[src/rtl/int_pkg.sv]
// rtl/int_pkg.sv - mode codes, state encoding and timer sizing shared by the interrupt blocks
package int_pkg;

  localparam logic [1:0] MODE_RISE   = 2'b00;
  localparam logic [1:0] MODE_FALL   = 2'b01;
  localparam logic [1:0] MODE_CHANGE = 2'b10;
  localparam logic [1:0] MODE_RSVD   = 2'b11;

  typedef enum logic [1:0] {
    ST_IDLE    = 2'd0,
    ST_ASSERT  = 2'd1,
    ST_HOLDOFF = 2'd2
  } gen_state_e;

  function automatic int timer_width(input int pulse_width, input int holdoff_time);
    int longest;
    longest = (pulse_width > holdoff_time) ? pulse_width : holdoff_time;
    return $clog2(longest + 1);
  endfunction

endpackage

[src/rtl/int_gen_timer.sv]
// rtl/int_gen_timer.sv - shared phase down-counter, terminal count when it reaches zero
module int_gen_timer #(
  parameter int WIDTH = 4
) (
  input  logic             clk,
  input  logic             rst,
  input  logic             load_i,
  input  logic [WIDTH-1:0] load_val_i,
  output logic             tc_o
);

  logic [WIDTH-1:0] count_q, count_d;

  always_comb begin
    count_d = count_q;
    if (load_i) begin
      count_d = load_val_i;
    end else if (count_q != '0) begin
      count_d = count_q - 1'b1;
    end
  end

  always_ff @(posedge clk or posedge rst) begin
    if (rst) begin
      count_q <= '0;
    end else begin
      count_q <= count_d;
    end
  end

  assign tc_o = (count_q == '0);

endmodule

[src/rtl/external_int_generator.sv]
// rtl/external_int_generator.sv - queued external interrupt pin driver with pulse/toggle modes
module external_int_generator
  import int_pkg::*;
#(
  parameter logic       PIN_IDLE_STATE       = 1'b1,
  parameter logic [1:0] RISE_SENSE_CONTROL   = MODE_RISE,
  parameter logic [1:0] FALL_SENSE_CONTROL   = MODE_FALL,
  parameter logic [1:0] CHANGE_SENSE_CONTROL = MODE_CHANGE,
  parameter int         PULSE_WIDTH          = 50000,
  parameter int         HOLDOFF_TIME         = 50000,
  parameter int         PENDING_MAX          = 3
) (
  input  logic                                clk,
  input  logic                                rst,
  input  logic                                enable_generator,
  input  logic [1:0]                          signal_mode,
  input  logic                                event_req,
  input  logic                                clear_overflow,
  output logic                                int_pin,
  output logic                                busy,
  output logic                                event_done,
  output logic [$clog2(PENDING_MAX+1)-1:0]    pending_count,
  output logic                                overflow
);

  localparam int TW = timer_width(PULSE_WIDTH, HOLDOFF_TIME);
  localparam int CW = $clog2(PENDING_MAX + 1);
  // The timer counts down to zero, so a phase of N cycles loads N-1.
  localparam logic [TW-1:0] PW_LOAD   = TW'(PULSE_WIDTH - 1);
  localparam logic [TW-1:0] HT_LOAD   = TW'(HOLDOFF_TIME - 1);
  localparam logic [CW-1:0] PEND_FULL = CW'(PENDING_MAX);

  gen_state_e    state_q, state_d;
  logic          pin_q, pin_d;
  logic          done_q, done_d;
  logic          ovf_q, ovf_d;
  logic [CW-1:0] pend_q, pend_d;
  logic [1:0]    mode_q, mode_d;
  logic          tmr_load, tmr_tc;
  logic [TW-1:0] tmr_val;
  logic          launch, accept, drop, mode_known;

  int_gen_timer #(.WIDTH(TW)) u_timer (
    .clk        (clk),
    .rst        (rst),
    .load_i     (tmr_load),
    .load_val_i (tmr_val),
    .tc_o       (tmr_tc)
  );

  assign mode_known = (signal_mode == RISE_SENSE_CONTROL) ||
                      (signal_mode == FALL_SENSE_CONTROL) ||
                      (signal_mode == CHANGE_SENSE_CONTROL);

  always_comb begin
    state_d  = state_q;
    pin_d    = pin_q;
    done_d   = 1'b0;
    ovf_d    = ovf_q;
    pend_d   = pend_q;
    mode_d   = mode_q;
    tmr_load = 1'b0;
    tmr_val  = '0;
    launch   = 1'b0;
    accept   = 1'b0;
    drop     = 1'b0;
    if (!enable_generator) begin
      state_d  = ST_IDLE;
      pend_d   = '0;
      pin_d    = PIN_IDLE_STATE;
      tmr_load = 1'b1;
    end else begin
      launch = (state_q == ST_IDLE) && ((pend_q != '0) || event_req);
      accept = event_req && (launch || (pend_q != PEND_FULL));
      drop   = event_req && !accept;
      if (accept && !launch) begin
        pend_d = pend_q + 1'b1;
      end else if (launch && !accept) begin
        pend_d = pend_q - 1'b1;
      end
      case (state_q)
        ST_IDLE: begin
          // Reserved codes still consume the event but leave the pin alone.
          if (launch) begin
            mode_d = signal_mode;
            if (mode_known) begin
              state_d  = ST_ASSERT;
              tmr_load = 1'b1;
              tmr_val  = PW_LOAD;
              if (signal_mode == RISE_SENSE_CONTROL) begin
                pin_d = 1'b1;
              end else if (signal_mode == FALL_SENSE_CONTROL) begin
                pin_d = 1'b0;
              end else begin
                pin_d = ~pin_q;
              end
            end
          end
        end
        ST_ASSERT: begin
          if (tmr_tc) begin
            done_d   = 1'b1;
            state_d  = ST_HOLDOFF;
            tmr_load = 1'b1;
            tmr_val  = HT_LOAD;
            if (mode_q == RISE_SENSE_CONTROL) begin
              pin_d = 1'b0;
            end else if (mode_q == FALL_SENSE_CONTROL) begin
              pin_d = 1'b1;
            end
          end
        end
        ST_HOLDOFF: begin
          if (tmr_tc) begin
            state_d = ST_IDLE;
          end
        end
        default: state_d = ST_IDLE;
      endcase
    end
    if (drop) begin
      ovf_d = 1'b1;
    end else if (clear_overflow) begin
      ovf_d = 1'b0;
    end
  end

  always_ff @(posedge clk or posedge rst) begin
    if (rst) begin
      state_q <= ST_IDLE;
      pin_q   <= PIN_IDLE_STATE;
      done_q  <= 1'b0;
      ovf_q   <= 1'b0;
      pend_q  <= '0;
      mode_q  <= FALL_SENSE_CONTROL;
    end else begin
      state_q <= state_d;
      pin_q   <= pin_d;
      done_q  <= done_d;
      ovf_q   <= ovf_d;
      pend_q  <= pend_d;
      mode_q  <= mode_d;
    end
  end

  assign int_pin       = pin_q;
  assign busy          = (state_q != ST_IDLE);
  assign event_done    = done_q;
  assign pending_count = pend_q;
  assign overflow      = ovf_q;

endmodule

[config.mk]
export PLATFORM = sky130hd
export DESIGN_NAME = external_int_generator
export DESIGN_NICKNAME = d
export VERILOG_FILES = /design/src/rtl/int_pkg.sv /design/src/rtl/int_gen_timer.sv /design/src/rtl/external_int_generator.sv
export SDC_FILE = /design/constraint.sdc
export NUM_CORES = 1
export LEC_CHECK = 0
export BUFFER_PORTS_ARGS = -buffer_cell sky130_fd_sc_hd__buf_2
export CELL_PAD_IN_SITES_DETAIL_PLACEMENT = 0
export CELL_PAD_IN_SITES_GLOBAL_PLACEMENT = 1
export CORE_ASPECT_RATIO = 1.75
export CORE_UTILIZATION = 45
export CTS_CLUSTER_DIAMETER = 50
export DETAILED_ROUTE_END_ITERATION = 8
export MAX_ROUTING_LAYER = met4
export PLACE_DENSITY = 0.86
export SLEW_MARGIN = 10
export SYNTH_ARGS = -nofsm -noshare
export SYNTH_HDL_FRONTEND = slang
export SYNTH_SLANG_ARGS = --single-unit
[constraint.sdc]
create_clock -name clk -period 2.9 [get_ports clk]
set_clock_uncertainty 0.2 [all_clocks]
set_input_delay 0.725 -clock clk [delete_from_list [all_inputs] [get_ports clk]]
set_output_delay 0.725 -clock clk [all_outputs]
set_load 0.02 [all_outputs]
### Word level (Yosys, flattened, before mapping)

Cells that the tools add are included.

| cells by class | value |
|---|---|
| $add $sub $neg | 3 |
| bitwise gates (word level) | 1 |
| eq/ne operators | 13 |
| mux-type cells | 35 |
| reductions and logical operators | 23 |

Operators by type and width:

| operator | number |
|---|---|
| 16-bit 2-to-1 mux | 6 |
| 16-bit case mux with 2 select lines | 1 |
| 1-bit 2-to-1 mux | 17 |
| 16-bit logical NOT | 1 |
| 2-bit 2-to-1 mux | 8 |
| 16-bit nonzero test | 1 |
| 16-bit by 1-bit subtractor with 16-bit output (second input constant) | 1 |
| 3-bit inequality test (second input constant) | 3 |
| 2-bit nonzero test | 4 |
| 2-bit by 1-bit equality test with 1-bit output (second input constant) | 3 |
| 2-bit logical NOT | 3 |
| 3-bit by 1-bit inequality test with 1-bit output (second input constant) | 2 |
| 2-bit case mux with 3 select lines | 1 |
| 1-bit logical AND | 5 |
| 5-bit AND reduction | 1 |
| 2-bit equality test (second input constant) | 2 |
| 1-bit logical OR | 4 |
| 4-bit inequality test (second input constant) | 1 |
| 1-bit case mux with 2 select lines | 2 |
| 4-bit AND reduction | 1 |
| 3-bit by 2-bit inequality test with 1-bit output (second input constant) | 1 |
| 3-bit AND reduction | 1 |
| 2-bit by 1-bit adder with 2-bit output (second input constant) | 1 |
| 1-bit logical NOT | 2 |
| other kinds (3) | 3 |

| word-level totals | value |
|---|---|
| bits of input ports | 7 |
| bits in registers | 25 |
| output and inout port bits | 6 |
| logic and storage cells | 82 |

### Logic depth before layout (Yosys ltp)

Gate-level depths: netlist of the first run.

| depth | value |
|---|---|
| depth after elaboration | 10 |
| gate-level depth with buffers | 7 |
| depth with buffers taken out | 7 |

### Hierarchy

A second synthesis of the first run with hierarchy kept.

| second synthesis, totals | value |
|---|---|
| cells, all modules | 156 |
| area total of the unflattened synthesis | 1,537.7 sq um |

By module, submodules not included:

| module | seq. area each (sq um) | cells each | instances | area each (sq um) |
|---|---|---|---|---|
| int_gen_timer | 400.4 | 102 | 1 | 993.5 |
| external_int_generator | 227.7 | 54 | 1 | 544.3 |

### Worst setup path before layout of the first run

Ideal clock, no wire load.

| timing | value |
|---|---|
| path type | register -> register |
| start | register u_timer.count_q[0] |
| end | register u_timer.count_q[0] |
| path slack | 0.610 ns |
| arrival time | 1.964 ns |
| stages on the path, launching flop included | 8 |
| path buffers | 0 |
| path through | dfrtp_1 -> inv_1 -> ha_1 -> nor3b_2 -> nand4_4 -> or2_4 -> or4_1 -> o311a_1 |

| between the ends | value |
|---|---|
| word-level cells in the longest chain between the ends | 5 |
| elaborated cells on any way between the ends | 12 |

RTL lines:

| element | line | source |
|---|---|---|
| start, declared | int_gen_timer.sv:12 | `logic [WIDTH-1:0] count_q, count_d;` |
| start signal, assigned | int_gen_timer.sv:27 | `count_q <= count_d;` |
| branches (longest 5 deep; another with 16-bit by 1-bit subtractor with 16-bit output) | n/a |  |

Parallel ways; which one is timed is not known. The select of a mux whose other input is x is not followed.
A chain may end at the register's enable or synchronous reset.

### Worst setup path in the final report of the first run

Same ends and word-level chain as after synthesis.

==> impl_metrics.ini, run 1 <==
[cts]
cts_hold_buffers = 0
clk_pin_slew_ns = 0.09
post_cts_buffers = 0
cts_buffers = 3
cts_root_buf = clkbuf_8
cts_htree_levels = 1
clk_path_buf_depth = 2
clock-sinks = 25
cts_resized = 0
clk-insertion-delay-late_ns = 0.28
cts_tree = yes

[synth]
synth.top_cell.area_share_pct = 40.85
synth_area_leaders = dfrtp_1 41%, a21oi_1 5.3%, nor2_1 5.1%
yosysTopAreaCell = dfrtp_1
synth_area_per_cell_sq_um = 9.455
ys_warn_count = 0
syn_inst = 149
ys_types = 40
ys_seq_elements = 25
synth-seq-area-share_pct = 44.58
syn_nets = 157
syn-cell-area_sq_mm = 0.001409

[cells_and_area]
area_growth_pct = 11.19
layout_common_cells = 23 x dfrtp_1, 19 x nor2_1, 15 x a21oi_1
diodes = 0
layout_commonest_cell = dfrtp_1
fin_area_sq_mm = 0.001567
drive_above_1_share_pct = 18.29
final_nets = 173

[sta]
max_freq_mhz = 394.7
rsz0062_at_grt = false
slew_headroom_pct = 65.67
tightest_slew_ns = 0.5103
setup_violations = 0
hold_viol = 0
slew_violations = 0
min_period_ns = 2.533
finalSetupTns_ns = 0
fin_crit_sh_pct = 87.35

[floorplan]
dieWidth_um = 44.30
start_util_pct = 47.59
die_h_um = 76.02
rows = 26
fp.coreArea_sq_mm = 0.002960
ios = 13
die_area_sq_mm = 0.003367

[worst_setup_path]
rr_worst_depth = 7
regToRegSetupSlack_ns = 0.37
startpoint = u_timer.count_q[0]$_DFFE_PP0P_
crit_fanout = 6
cp_num_cells = 7
worstSetupPathType = register to register
arrival_ns = 2.50
worstPathCellList = inv_1, ha_1, nor3b_2, nand4_4, or2_4, or4_1, o311a_1
setup.worst_path.end_class = register
slowest_stage = or4_1
cpLargestDelayFamily = simple AND/OR/NAND/NOR gates
r2r-end = u_timer.count_q[0]$_DFFE_PP0P_
endpoint = u_timer.count_q[0]$_DFFE_PP0P_
crit_required_ns = 2.87
cp_slowest_stage_delay_ns = 0.48
start_kind = register
rr_startpoint = u_timer.count_q[0]$_DFFE_PP0P_
worst-path-buf-inv = 1

[placed_design]
dp.final_hpwl_mm = 2.447
io_buffers = 12
gp_congestion = 0.8766
place_area_sq_mm = 0.001521

[power]
sw_frac_of_total_pct = 37.94
seq_power_share_pct = 44.2
clockPowerShare_pct = 20.1
p_per_area_mw_per_mm2 = 690.6
leakage_uw = 0.0006637
ir_worst_vdd_mv = 0.3550
p_sw_uw = 410.4
p_comb_share_pct = 35.6
p_int_uw = 671.5

[global_routing]
grt_use_total_pct = 21.55
grt_max_degree = 26
antenna_found_initial = 0
grt_pass1_vias = 1127
grt_first_pass_wirelength_mm = 5.250
grt-ovfl-total = 0

[routing]
final_antenna_net_count = 0
drc = 0
wl_per_cell_um = 15.49
drt-total-wl_mm = 3.190
routed_via_density = 5.636
vias = 1161
initialDrtViolationCount = 37
firstDrtPassIters = 4

[run]
maxCapViolations = 0

[status]
outcome = finished clean

[worst_hold_path]
hp-class = input port to asynchronous set/reset pin
[power groups by stage]
stage | combinational [uW] | sequential, uW | clock, uW
final | 386 | 478 | 218
after global routing | 425 | 487 | 231
after CTS | 387 | 476 | 220
after detailed placement | 384 | 483 | 0
after global placement | 379 | 479 | 0
after floorplan | 304 | 471 | 0
[cell type report]
class	count	area, sq um
Sequential cell	25	628.1
Tap cell	42	52.55
Clock buffer	4	45.04
Inverter	8	30.03
Timing Repair Buffer	13	67.56
Multi-Input combinational cell	114	743.2
Fill cell	280	1394
[cell usage after synthesis]
library cell and instances:
nor4_1 4, nand2_1 7, clkbuf_1 2, nor3b_2 1
a2111oi_0 1, nand3b_1 1, nor3_1 9, nand4_4 1
nor2_1 19, xor2_1 3, nand3_1 3, nor2b_1 3
or3b_2 1, or3_1 5, dfstp_2 2, or4_1 3
nand2b_4 1, xnor2_1 4, o21a_1 8, o311a_1 1
nand2b_1 2, dfrtp_1 23, ha_1 1, o32ai_1 1
and3_1 1, a21oi_1 15, or4_2 1, nor3b_1 1
and4_2 1, o21ai_0 3, nor4_2 1, nand4_1 3
nand4b_1 1, mux2i_1 1, or2_4 1, inv_1 8
o31ai_1 1, nor4_4 1, a31oi_1 1, mux2_2 3
[worst min-delay path, cell delays in order]
cell   delay [ns]
buf_2        0.09
inv_1        0.04
buf_4        0.30
[state kept, by name, indices dropped and copies added (netlist names)]
signal	cells
state_q	2
u_timer.count_q	16
pending_count	2
int_pin	1
mode_q	2
overflow	1
event_done	1
[how the worst min path moves through the flow]
stage | startpoint | end | slack, ns | cells past startpoint
floorplan | state_q[1]$_DFFE_PP0P_ | state_q[0]$_DFFE_PP0P_ | 0.26 | 1
global placement | state_q[1]$_DFFE_PP0P_ | state_q[0]$_DFFE_PP0P_ | 0.29 | 1
detailed placement | mode_q[1]$_DFFE_PP0P_ | mode_q[1]$_DFFE_PP0P_ | 0.30 | 1
CTS | rst | state_q[1]$_DFFE_PP0P_ | 0.29 | 3
global route | rst | u_timer.count_q[15]$_DFFE_PP0P_ | 0.31 | 3
finish | rst | pending_count[0]$_DFFE_PP0P_ | 0.27 | 3
[routing by layer]
layer	up-vias	part of all wire [%]	track usage (%)	routed length [um]
met5	-	0	-	0
met2	20	57	38.38	1809
li1	569	-	-	-
met1	567	39	22.59	1256
met4	0	2.2	10.61	70
met3	5	1.7	1.422	54
[stage by stage]
step	util, %	cells	hold WS [ns]	total power, uW	setup slack, ns
after global placement	51.39	202	0.2930	858.1	0.3791
after floorplan	-	149	0.2636	775.2	0.6101
after detailed placement	51.39	202	0.2999	867.7	0.3133
after global routing	52.92	206	0.3110	1142	0.2738
final	52.92	206	0.2749	1082	0.3667
after CTS	52.92	206	0.2918	1083	0.3857
[kinds of logic (layout without fill, tap and decap cells)]
| group | after synthesis | in the layout | synth area share [%] |
|---|---|---|---|
| simple gates | 71 | 71 | 30.82 |
| compound gates | 31 | 31 | 13.59 |
| flops | 25 | 25 | 44.58 |
| buf+inv | 10 | 25 | 2.665 |
| xor+xnor | 7 | 7 | 4.352 |
| mux | 4 | 4 | 3.108 |
| fa+ha+maj | 1 | 1 | 0.8880 |
Power figures use the tool's default switching activity.
==> run 2, diff against run 1 <==
--- a/config.mk
+++ b/config.mk
@@ -5,15 +5,15 @@
 export SDC_FILE = /design/constraint.sdc
 export NUM_CORES = 1
 export LEC_CHECK = 0
-export BUFFER_PORTS_ARGS = -buffer_cell sky130_fd_sc_hd__buf_2
 export CELL_PAD_IN_SITES_DETAIL_PLACEMENT = 0
 export CELL_PAD_IN_SITES_GLOBAL_PLACEMENT = 1
-export CORE_ASPECT_RATIO = 1.75
+export CORE_ASPECT_RATIO = 2
 export CORE_UTILIZATION = 45
 export CTS_CLUSTER_DIAMETER = 50
 export DETAILED_ROUTE_END_ITERATION = 8
+export DONT_BUFFER_PORTS = 1
 export MAX_ROUTING_LAYER = met4
-export PLACE_DENSITY = 0.86
+export PLACE_DENSITY = 0.81
 export SLEW_MARGIN = 10
 export SYNTH_ARGS = -nofsm -noshare
 export SYNTH_HDL_FRONTEND = slang
==> impl_metrics.ini, run 2 (synthesized netlist as in run 1, its figures left out) <==
[routing]
wl_per_cell_um = 17.79
vias = 1104
final_antenna_net_count = 0
drt-total-wl_mm = 3.238
drc = 0
initialDrtViolationCount = 35
firstDrtPassIters = 4
routed_via_density = 6.066

[sta]
slew_violations = 0
rsz0062_at_grt = false
tightest_slew_ns = 0.5244
max_freq_mhz = 401.9
worst_hold_slack_ns = 0.1575
setup_violations = 0
fin_crit_sh_pct = 85.81
setup_ws_ns = 0.4116
finalSetupTns_ns = 0
hold_viol = 0
min_period_ns = 2.488
slew_headroom_pct = 64.77

[cts]
post_cts_buffers = 0
clock-sinks = 25
clk-insertion-delay-late_ns = 0.28
cts_htree_levels = 1
clk_path_buf_depth = 2
cts_hold_buffers = 0
cts_buffers = 3
cts_resized = 0
cts_root_buf = clkbuf_8
clk_pin_slew_ns = 0.09
cts_tree = yes

[cells_and_area]
largest-register = u_timer.count_q
drive_above_1_share_pct = 12.50
multi_input_area_sq_um = 743.2
area_growth_pct = 5.950
fin_cells = 182
regArea_sq_um = 628.1
final_nets = 161
finish.utilization_pct = 50.13
fillers = 278
layout_common_cells = 23 x dfrtp_1, 19 x nor2_1, 15 x a21oi_1
diodes = 0
largest_reg_flops = 16
layout_commonest_cell = dfrtp_1

[worst_setup_path]
arrival_ns = 2.46
worstSetupPathType = register to register
cpLargestDelayFamily = simple AND/OR/NAND/NOR gates
crit_fanout = 6
crit_required_ns = 2.87
cp_slowest_stage_delay_ns = 0.48
slowest_stage = or4_1
worst-path-buf-inv = 1
start_kind = register
setup.worst_path.end_class = register
worstPathCellList = inv_1, ha_1, nor3b_2, nand4_4, or2_4, or4_1, o311a_1

[placed_design]
pre_cts_ws_ns = 0.4273
place_inst = 178
io_buffers = 0
dp.final_hpwl_mm = 2.538
gp_congestion = 0.8951

[global_routing]
antenna_found_initial = 0
grt_pass1_vias = 1117
grt_max_degree = 15
grt-ovfl-total = 0
grt_first_pass_wirelength_mm = 5.299
grt_use_total_pct = 22.09

[floorplan]
start_util_pct = 47.31
dieWidth_um = 41.57
die_area_sq_mm = 0.003372
rows = 28
ios = 13
die_h_um = 81.13
fp.coreArea_sq_mm = 0.002978

[power]
ir_worst_vdd_mv = 0.3728
p_per_area_mw_per_mm2 = 715.2
leakage_uw = 0.0006134

[worst_hold_path]
hp-class = input port to asynchronous set/reset pin

[status]
outcome = finished clean

[run]
maxCapViolations = 0
==> run 2: area by class of cell <==
class                      instances  share of cell area (%)
clock buffer                       3                   2.766
clock inverter                     1                  0.3353
inverter                           8                   2.012
multi-input combinational        114                   49.79
sequential                        25                   42.08
tap                               30                   2.515
timing repair buffer               1                  0.5029
==> run 2: worst paths after layout <==
path | slack [ns] | endpoint | from | depth (start not counted)
setup / recovery | 0.41 | u_timer.count_q[0]$_DFFE_PP0P_ | u_timer.count_q[0]$_DFFE_PP0P_ | 7
hold / removal | 0.16 | u_timer.count_q[3]$_DFFE_PP0P_ | rst | 1
max in group asynchronous | 1.77 | u_timer.count_q[13]$_DFFE_PP0P_ | rst | 2
hold reg to reg | 0.34 | state_q[0]$_DFFE_PP0P_ | state_q[1]$_DFFE_PP0P_ | 1
setup reg to reg | 0.41 | u_timer.count_q[0]$_DFFE_PP0P_ | u_timer.count_q[0]$_DFFE_PP0P_ | 7
min in group clk | 0.30 | int_pin$_DFFE_PP1P_ | enable_generator | 1
==> run 2: per-layer routing <==
metal  routed length [um]  GRT usage (%)  vias to the layer above
li1                     -              -                      547
met4                   74          10.97                        0
met3                   74          2.000                        4
met5                    0              -                        -
met1                 1176          20.40                      531
met2                 1913          43.44                       22
==> run 2: through the flow <==
stage	instance area (sq um)	total power (uW)
final	1493	1068
after global routing	1493	1131
after CTS	1493	1070
after detailed placement	1446	856.9
after global placement	1446	852.6
after floorplan	1409	775.2
==> run 2: worst register-to-register path: cells and delay by family, from the launching register on <==
kind | cells | cell delay (ns)
simple gates | 4 | 1.34
fa+ha+maj | 1 | 0.20
buf+inv | 1 | 0.09
flops | 1 | 0.41
compound gates | 1 | 0.14
==> run 2: power breakdown <==
part / internal [uW] / switching, uW
registers: 406 / 77.3
clock network: 96.5 / 119
logic: 160 / 209
total: 663 / 405
==> run 3, diff against run 2 <==
--- a/config.mk
+++ b/config.mk
@@ -5,7 +5,7 @@
 export SDC_FILE = /design/constraint.sdc
 export NUM_CORES = 1
 export LEC_CHECK = 0
-export CELL_PAD_IN_SITES_DETAIL_PLACEMENT = 0
+export CELL_PAD_IN_SITES_DETAIL_PLACEMENT = 1
 export CELL_PAD_IN_SITES_GLOBAL_PLACEMENT = 1
 export CORE_ASPECT_RATIO = 2
 export CORE_UTILIZATION = 45
==> impl_metrics.ini, run 3 (synthesized netlist as in run 1, its figures left out) <==
[placed_design]
io_buffers = 0
pre_cts_ws_ns = 0.4096
place_area_sq_mm = 0.001446
dp.final_hpwl_mm = 2.946
gp_congestion = 0.8951

[routing]
drt-total-wl_mm = 3.737
firstDrtPassIters = 4
wl_per_cell_um = 20.53
vias = 1163
final_antenna_net_count = 0
initialDrtViolationCount = 13
drc = 0
routed_via_density = 6.390

[cts]
cts_root_buf = clkbuf_8
cts_buffers = 3
clk-insertion-delay-late_ns = 0.28
cts_resized = 0
post_cts_buffers = 0
cts_tree = yes
clk_pin_slew_ns = 0.10
clock-sinks = 25
clk_path_buf_depth = 2
cts_htree_levels = 1
cts_hold_buffers = 0

[worst_setup_path]
rr_worst_depth = 7
setup.worst_path.end_class = register
crit_fanout = 6
worstSetupPathType = register to register
crit_required_ns = 2.87
start_kind = register
arrival_ns = 2.51

[power]
p_per_area_mw_per_mm2 = 730.4
leakage_uw = 0.0006096
p_comb_share_pct = 35.3
clockPowerShare_pct = 20.1
seq_power_share_pct = 44.6
p_sw_uw = 427.6
p_int_uw = 664.4
ir_worst_vdd_mv = 0.3890
sw_frac_of_total_pct = 39.16

[global_routing]
grt_max_degree = 16
grt_first_pass_wirelength_mm = 6.078
grt-ovfl-total = 0
antenna_found_initial = 0
met1_usage_pct = 23.43
grt_use_total_pct = 24.71
grtUsageMet2_pct = 49.38
met3_usage_pct = 1.556
top_usage_layer = met2
grt_pass1_vias = 1243

[cells_and_area]
largest-register = u_timer.count_q
fin_area_sq_mm = 0.001495
multi_input_area_sq_um = 743.2
layout_commonest_cell = dfrtp_1
drive_above_1_share_pct = 12.50
finish.utilization_pct = 50.21
area_growth_pct = 6.128
largest_reg_flops = 16
regArea_sq_um = 628.1
layout_common_cells = 23 x dfrtp_1, 19 x nor2_1, 15 x a21oi_1
fillers = 349
final_nets = 161
diodes = 0

[sta]
finalSetupTns_ns = 0
fin_crit_sh_pct = 87.45
slew_headroom_pct = 60.80
slew_violations = 0
setup_ws_ns = 0.3640
max_freq_mhz = 394.3
min_period_ns = 2.536
rsz0062_at_grt = false
hold_viol = 0
tightest_slew_ns = 0.5835
worst_hold_slack_ns = 0.1543
setup_violations = 0

[floorplan]
start_util_pct = 47.31
dieWidth_um = 41.57
die_h_um = 81.13
rows = 28
die_area_sq_mm = 0.003372
fp.coreArea_sq_mm = 0.002978
ios = 13

[worst_hold_path]
hp-class = input port to asynchronous set/reset pin

[status]
outcome = finished clean

[run]
maxCapViolations = 0
## run 3: metrics by stage
| stage | cells | power, uW |
|---|---|---|
| 5_1_grt | 182 | 1146 |
| 6_report | 182 | 1092 |
| 2_1_floorplan | 149 | 775.2 |
| 4_1_cts | 182 | 1093 |
| 3_5_place_dp | 178 | 873.4 |
| 3_3_place_gp | 178 | 852.6 |
## run 3: layout make-up
class / count / share of cell area [%]
Multi-Input combinational cell: 114 / 49.71
Sequential cell: 25 / 42.01
Clock buffer: 3 / 2.762
Tap cell: 30 / 2.510
Inverter: 8 / 2.008
Clock inverter: 1 / 0.5021
Timing Repair Buffer: 1 / 0.5021
## run 3: path summary, 6_finish.rpt
check	startpoint	endpoint	slack (ns)
worst min register to register	state_q[1]$_DFFE_PP0P_	state_q[0]$_DFFE_PP0P_	0.33
max in group asynchronous	rst	u_timer.count_q[12]$_DFFE_PP0P_	1.77
worst min-delay path	rst	pending_count[0]$_DFFE_PP0P_	0.15
worst max-delay path	u_timer.count_q[0]$_DFFE_PP0P_	u_timer.count_q[0]$_DFFE_PP0P_	0.36
min in group clk	enable_generator	int_pin$_DFFE_PP1P_	0.30
worst max register to register	u_timer.count_q[0]$_DFFE_PP0P_	u_timer.count_q[0]$_DFFE_PP0P_	0.36
## run 3: per-layer routing
metal  vias up  routed length [um]
li1        546                   -
met1       583                1319
met2        25                2241
met3         9                  81
met4         0                  95
met5         -                   0
## run 3: worst max-delay path, stage by stage (launching register included)
cell and delay, ns:
dfrtp_1 0.42, inv_1 0.09, ha_1 0.20, nor3b_2 0.43, nand4_4 0.18, or2_4 0.28
or4_1 0.48, o311a_1 0.14
## run 3: power by group through the flow
stage          sequential [uW]  combinational, uW  clock [uW]
2_1_floorplan              471                304           0
3_3_place_gp               486                367           0
3_5_place_dp               492                382           0
4_1_cts                    485                388         220
5_1_grt                    496                425         226
6_report                   488                385         219
